`config.mk`:
```
export PLATFORM = sky130hd
export DESIGN_NAME = cpu_fetch_unit
export DESIGN_NICKNAME = d
export VERILOG_FILES = /design/src/rtl/cpu_pkg.sv /design/src/rtl/cpu_jump_cond.sv /design/src/rtl/cpu_fetch_unit.sv
export SDC_FILE = /design/constraint.sdc
export NUM_CORES = 1
export LEC_CHECK = 0
export CAP_MARGIN = 10
export CELL_PAD_IN_SITES_DETAIL_PLACEMENT = 0
export CELL_PAD_IN_SITES_GLOBAL_PLACEMENT = 1
export CORE_ASPECT_RATIO = 0.9
export CORE_UTILIZATION = 31
export DETAILED_ROUTE_END_ITERATION = 8
export GPL_TIMING_DRIVEN = 0
export PLACE_DENSITY = 0.81
export SYNTH_ARGS = -nofsm -noshare
export SYNTH_HDL_FRONTEND = slang
export SYNTH_SLANG_ARGS = --single-unit
```
`constraint.sdc`:
```
create_clock -name i_clk -period 1.7 [get_ports i_clk]
set_input_delay 0.255 -clock i_clk [delete_from_list [all_inputs] [get_ports i_clk]]
set_output_delay 0.255 -clock i_clk [all_outputs]
set_load 0.01 [all_outputs]
```
`src/rtl/cpu_pkg.sv`:
```
// Shared state encoding and instruction field layout for the fetch unit.
package cpu_pkg;

  typedef enum logic [1:0] {
    ST_IDLE    = 2'd0,
    ST_FETCH   = 2'd1,
    ST_CAPTURE = 2'd2,
    ST_ISSUE   = 2'd3
  } state_e;

  localparam int INSTR_W = 16;

  // Instruction field positions
  localparam int A_BIT   = 15;
  localparam int OPC_HI  = 15;
  localparam int OPC_LO  = 13;
  localparam int COMP_HI = 12;
  localparam int COMP_LO = 6;
  localparam int DEST_HI = 5;
  localparam int DEST_LO = 3;
  localparam int JMP_HI  = 2;
  localparam int JMP_LO  = 0;
  localparam int JMP_W   = JMP_HI - JMP_LO + 1;

  localparam logic       A_OPCODE = 1'b0;
  localparam logic [2:0] C_OPCODE = 3'b111;

  function automatic logic is_c_instr(input logic [INSTR_W-1:0] instr);
    return instr[OPC_HI:OPC_LO] == C_OPCODE;
  endfunction

  function automatic logic is_a_instr(input logic [INSTR_W-1:0] instr);
    return instr[A_BIT] == A_OPCODE;
  endfunction

endpackage

```
`src/rtl/cpu_jump_cond.sv`:
```
// Combinational jump decision from the jump bits and the ALU flags.
module cpu_jump_cond
  import cpu_pkg::*;
(
  input  logic [JMP_W-1:0] j,
  input  logic             zr,
  input  logic             ng,
  input  logic             is_c,
  output logic             taken
);

  // j[2]: result < 0, j[1]: result == 0, j[0]: result > 0
  assign taken = is_c & ((j[2] & ng) | (j[1] & zr) | (j[0] & ~ng & ~zr));

endmodule

```
`src/rtl/cpu_fetch_unit.sv`:
```
// Instruction fetch sequencer: reads the ROM, presents one instruction at a
// time with valid/ready, and picks the next PC from the jump condition.
//
//   state      | meaning
//   -----------+-----------------------------------------------------------
//   ST_IDLE    | post-reset settle cycle, no ROM access
//   ST_FETCH   | ROM read strobed at PC unless halted
//   ST_CAPTURE | ROM word latched into the instruction register
//   ST_ISSUE   | instruction valid, waiting for the consumer to accept it
module cpu_fetch_unit
  import cpu_pkg::*;
#(
  parameter int PC_WIDTH = 16
) (
  input  logic                i_clk,
  input  logic                i_rst,
  output logic [PC_WIDTH-1:0] o_rom_addr,
  output logic                o_rom_en,
  input  logic [15:0]         i_rom_data,
  output logic [15:0]         o_instr,
  output logic                o_instr_valid,
  input  logic                i_instr_ready,
  output logic [PC_WIDTH-1:0] o_pc,
  input  logic                i_alu_zr,
  input  logic                i_alu_ng,
  input  logic [15:0]         i_a_reg,
  input  logic                i_halt,
  output logic                o_jump_taken
);

  localparam logic [PC_WIDTH-1:0] PC_ONE = {{(PC_WIDTH-1){1'b0}}, 1'b1};

  state_e              state_q;
  logic [PC_WIDTH-1:0] pc_q;
  logic [PC_WIDTH-1:0] pc_d;
  logic [PC_WIDTH-1:0] instr_pc_q;
  logic [15:0]         instr_q;
  logic                valid_q;
  logic                jump_q;
  logic                fire;
  logic                is_c;
  logic                taken;

  assign fire = valid_q & i_instr_ready;
  assign is_c = is_c_instr(instr_q);

  cpu_jump_cond u_jump_cond (
    .j     (instr_q[JMP_HI:JMP_LO]),
    .zr    (i_alu_zr),
    .ng    (i_alu_ng),
    .is_c  (is_c),
    .taken (taken)
  );

  // Flags and A are only meaningful in the fire cycle; pc_d is only used then.
  always_comb begin
    pc_d = pc_q + PC_ONE;
    if (taken) begin
      pc_d = i_a_reg[PC_WIDTH-1:0];
    end
  end

  always_ff @(posedge i_clk or posedge i_rst) begin
    if (i_rst) begin
      state_q    <= ST_IDLE;
      pc_q       <= '0;
      instr_pc_q <= '0;
      instr_q    <= '0;
      valid_q    <= 1'b0;
      jump_q     <= 1'b0;
    end else begin
      jump_q <= 1'b0;
      case (state_q)
        ST_IDLE: begin
          state_q <= ST_FETCH;
        end
        ST_FETCH: begin
          if (!i_halt) begin
            state_q <= ST_CAPTURE;
          end
        end
        ST_CAPTURE: begin
          instr_q    <= i_rom_data;
          instr_pc_q <= pc_q;
          valid_q    <= 1'b1;
          state_q    <= ST_ISSUE;
        end
        ST_ISSUE: begin
          if (fire) begin
            pc_q    <= pc_d;
            jump_q  <= taken;
            valid_q <= 1'b0;
            state_q <= ST_FETCH;
          end
        end
        default: begin
          state_q <= ST_IDLE;
        end
      endcase
    end
  end

  assign o_rom_addr    = pc_q;
  assign o_rom_en      = (state_q == ST_FETCH) & ~i_halt;
  assign o_instr       = instr_q;
  assign o_instr_valid = valid_q;
  assign o_pc          = instr_pc_q;
  assign o_jump_taken  = jump_q;

endmodule

```
Word-level counts from Yosys, hierarchy flattened:

Index checks and enable logic that the tools add are counted.

* register bits after elaboration: 52
* input port bits: 38
* output and inout port bits: 51

* add/sub/neg operators: 1
* equality and inequality tests: 6
* muxes and demuxes: 8
* bitwise gates (word level): 12
* reduce and logical (&&, ||, !) cells: 5

Operator list (count)
* $add 16x1->16 const B: 1
* $mux 16: 1
* $pmux 2 s4: 1
* $and 1x1->1: 7
* $reduce_and 2->1: 3
* $eq 2x2->1 const B: 2
* $mux 2: 2
* $ne 2x2->1 const B: 2
* $eq 3x3->1 const B: 1
* $mux 1: 3
* $not 1->1: 3
* $eq 2x1->1 const B: 1
* $logic_not 2->1: 1
* $or 1x1->1: 2
* $pmux 1 s2: 1
* $reduce_bool 2->1: 1

Longest topological paths before layout:

* word-level depth: 7
* depth in mapped cells: 6
* mapped depth without buffers: 5

By module:

From an unflattened synthesis, not the netlist that was laid out.

* cell total of the unflattened synthesis: 214
* area total of the unflattened synthesis: 2436.1 um2

By module, submodules not included
* cpu_fetch_unit: instances 1, cells an instance 211, area each 2412.3 um2, sequential area each 1301.2 um2
* cpu_jump_cond: instances 1, cells an instance 3, area each 23.8 um2, sequential area each 0.0 um2

Worst setup path after synthesis:

OpenSTA, ideal clock, no wires.

* path kind: register -> register
* start point: reg state_q[0]
* end point: reg instr_q[10] (netlist: o_instr[10])
* library setup time: 125 ps
* arrival time: 1485 ps
* data required time: 1575 ps
* setup slack: 91 ps
* stages on the path, launching flop included: 6
* buffers on the path: 2
* cell sequence: dfrtp_1 -> inv_1 -> ha_1 -> clkbuf_1 -> clkbuf_1 -> mux2_2

* longest elaborated chain between the ends: 1

RTL lines
* start: declaration: RTL line cpu_fetch_unit.sv:33 `state_e state_q;`
* start signal: assignment: RTL line cpu_fetch_unit.sv:65 `state_q <= ST_IDLE;`
* start signal: assignment: RTL line cpu_fetch_unit.sv:75 `state_q <= ST_FETCH;`
* start signal: assignment: RTL line cpu_fetch_unit.sv:79 `state_q <= ST_CAPTURE;`
* $eq 2x2->1: RTL line cpu_fetch_unit.sv:73 `case (state_q)`
* end signal: assignment: RTL line cpu_fetch_unit.sv:83 `instr_q <= i_rom_data;`
* end: declaration: RTL line cpu_fetch_unit.sv:37 `logic [15:0] instr_q;`

No other way between the ends.
A chain may end at the register's enable or synchronous reset.

Worst setup path in the final report:

* start point: reg pc_q[8] (netlist: o_rom_addr[8])
* end point: out o_rom_addr[8]

RTL lines
* start: declaration: RTL line cpu_fetch_unit.sv:34 `logic [PC_WIDTH-1:0] pc_q;`
* start signal: assignment: RTL line cpu_fetch_unit.sv:90 `pc_q <= pc_d;`
* end: declaration: RTL line cpu_fetch_unit.sv:17 `output logic [PC_WIDTH-1:0] o_rom_addr,`

No word-level cell between the ends.

==> metrics.yaml <==
status:
  outcome: "finished with violations"
  violations: "DRC"
synthesis:
  synth-edff-count: 0
  synth_ff_type: "dfrtp_1"
  synth-seq-cells: 52
  ys_seq_area_frac: 0.5088
  yosys_warnings: 0
  syn_area_um2: 2557
  synthDistinctLibCells: 39
  async_flop_share: 1.000
  synthMuxAreaShare: 0.1761
  synth_fa_ha_area_frac: 0.01957
  synth_top_family_by_area: "multiplexers"
  syn-instance-count: 222
  syn_avg_cell_area_um2: 11.52
  synth_xor_area_frac: 0
  syn-num-nets: 264
  synth_compound_area_frac: 0.1228
  synth-simple-area-share: 0.1257
floorplan:
  die-area_um2: 8617
  initial_core_util: 0.3185
  ios: 89
  core-area_um2: 8029
  die_y_um: 88.17
  floorplan.die.width_um: 97.74
  rows: 31
global_route:
  grt_pass1_vias: 2191
  grt_use_met3: 0.05427
  use_met1: 0.1994
  grt_use_met2: 0.2708
  grt_overflow: 0
  grt_most_used_layer: "met2"
  grt_use_total: 0.1611
  grt_max_degree: 37
  antenna_found_initial: 0
  grt_pass1_wl_um: 10980
sta:
  fin_crit_ns: 1.651
  fin_setup_tns_ns: 0
  hold_viol_final: 0
  tightestPinTransition_ns: 0.3578
  fin_worst_skew_ns: 0.009602
  slew_viol_final: 0
  max-slew-margin-rel: 0.7553
  fmax_mhz: 605.6
  rsz0062_at_grt: "false"
  setup_viol: 0
  period_share: 0.9714
cts:
  cts_made_buffers: 5
  cts_tree: "done"
  clockBufferDepth: 2
  clk_latency_ns: 0.30
  path_clk_slew_ns: 0.10
  htreeDepth: 2
  holdBufCountCts: 0
  cts.sinks: 52
  root_buffer: "clkbuf_8"
worst_setup_path:
  critPathCaptureType: "primary output"
  max_stage_delay_ns: 0.59
  crit_arrival_ns: 1.40
  crit_family: "buffers and inverters"
  path_class: "register to primary output"
  critPathSlowestCell: "clkdlybuf4s50_1"
  worstPathMaxFanout: 8
  crit_required_ns: 1.44
  crit_chain: "clkdlybuf4s50_1"
  cp-start-kind: "register"
  timing.critical_path.buf_inv: 1
drt:
  routed_wl_um: 6525
  wl_per_cell_um: 15.72
  drt_first_pass_iters: 6
  drtIter0Drc: 90
  avgViaCountPerCell: 5.210
  vias: 2162
  drc: 10
  ant_nets: 0
place:
  gp_congestion: 0.7873
  detailed_place_hpwl_um: 4834
  portBuffers: 88
layout:
  num_antenna_cells: 0
  n_fill_cell: 747
  syn2layout_area_growth_pct: 48.04
  layout-drive-gt1-share: 0.2468
  final_common_cell: "clkdlybuf4s50_1"
  fin_nets: 357
  layout_common_cells: "85 x clkdlybuf4s50_1, 45 x dfrtp_1, 32 x mux2_2, 12 x a21oi_1"
pwr:
  ir_drop_mv: 0.6874
  power_leakage_nw: 1.576
  powerDensity_nw_per_um2: 1583
  p_total_w: 0.005992
hold_path:
  hold_path_class: "input port to asynchronous set/reset pin"
job:
  drv_cap: 0
-- cell families after synthesis --
kind of cell | after synthesis
AO/OA/AOI/OAI | 45
buffers and inverters | 24
AND/OR/NAND/NOR | 56
flip-flops | 52
multiplexers | 41
adder cells (fa/ha/maj) | 4
-- per-stage QoR --
stage | utilization | setup WS, ns | instances | hold slack, ns | area (µm²)
finish | 0.4716 | 0.04869 | 415 | 0.2413 | 3786
global route | 0.4716 | 0.0008024 | 415 | 0.2720 | 3786
CTS | 0.4599 | 0.02583 | 414 | 0.2454 | 3692
detailed placement | 0.4462 | -0.4118 | 410 | 0.4949 | 3582
global placement | 0.4437 | -0.8855 | 409 | 0.4891 | 3562
floorplan | - | 0.09061 | 222 | 0.3412 | 2557
-- report_power, final --
group,leakage [nW],internal [W],switching [W]
clock,0.0552,0.000438,0.000403
combinational,0.890,0.00171,0.00117
sequential,0.631,0.00177,0.000504
total,1.58,0.00392,0.00208
-- registers in the layout (all words and copies together), names as in the netlist --
signal and flops:
o_pc 16, o_jump_taken 1, o_instr_valid 1, state_q 2, o_rom_addr 16, o_instr 16
-- area by class of cell --
class,instances,area (µm²),share of cell area
multi-input cells,146,1196,0.3159
flip-flops and latches,52,1310,0.3460
plain buffers,12,102.6,0.02710
well taps,99,123.9,0.03272
clock buffers,6,72.57,0.01917
inverters,7,26.28,0.006940
clock inverters,2,35.03,0.009253
repair buffers,91,919.6,0.2429
-- path summary, 6_finish.rpt --
path | cells past startpoint | slack, ns | startpoint | to
max | 1 | 0.05 | o_rom_addr[8] | o_rom_addr[8]
min | 2 | 0.24 | i_rst | o_instr[7]
max reg2reg | 6 | 0.09 | o_instr[0] | o_rom_addr[5]
min reg2reg | 1 | 0.51 | o_instr[5] | o_instr[5]
max in group asynchronous | 3 | 0.93 | i_rst | o_rom_addr[2]
min in group i_clk | 3 | 0.51 | i_a_reg[1] | o_rom_addr[1]
-- cell usage after synthesis, drive strengths merged (3+ instances only) --
library cell	number	area, µm²
nor2	4	15.01
and3	4	25.02
ha	4	50.05
nand3	11	60.06
dfrtp	52	1301
nand2	10	37.54
and4	4	35.03
buf	7	56.29
nor3	4	20.02
o21ai	5	25.02
mux2	32	360.4
a21oi	17	96.35
nand4	10	62.56
nor4	3	18.77
a2bb2oi	8	70.07
clkbuf	10	37.54
inv	7	26.28
mux2i	9	90.09
-- what timing repair did --
item	4_1_cts	5_1_grt
pin swaps	0	2
gates resized for setup	9	29
setup buffers	0	2
endpoints found under the hold margin	0	0
endpoints found under the setup margin	41	21
-- per-layer routing --
layer | vias up | share of wire | routed length [µm]
li1 | 1019 | - | -
met1 | 1062 | 0.44 | 2853
met2 | 77 | 0.47 | 3087
met3 | 4 | 0.083 | 542
met4 | 0 | 0.0063 | 41
met5 | - | 0 | 0
No activity file was read; power rests on OpenSTA's default activity.
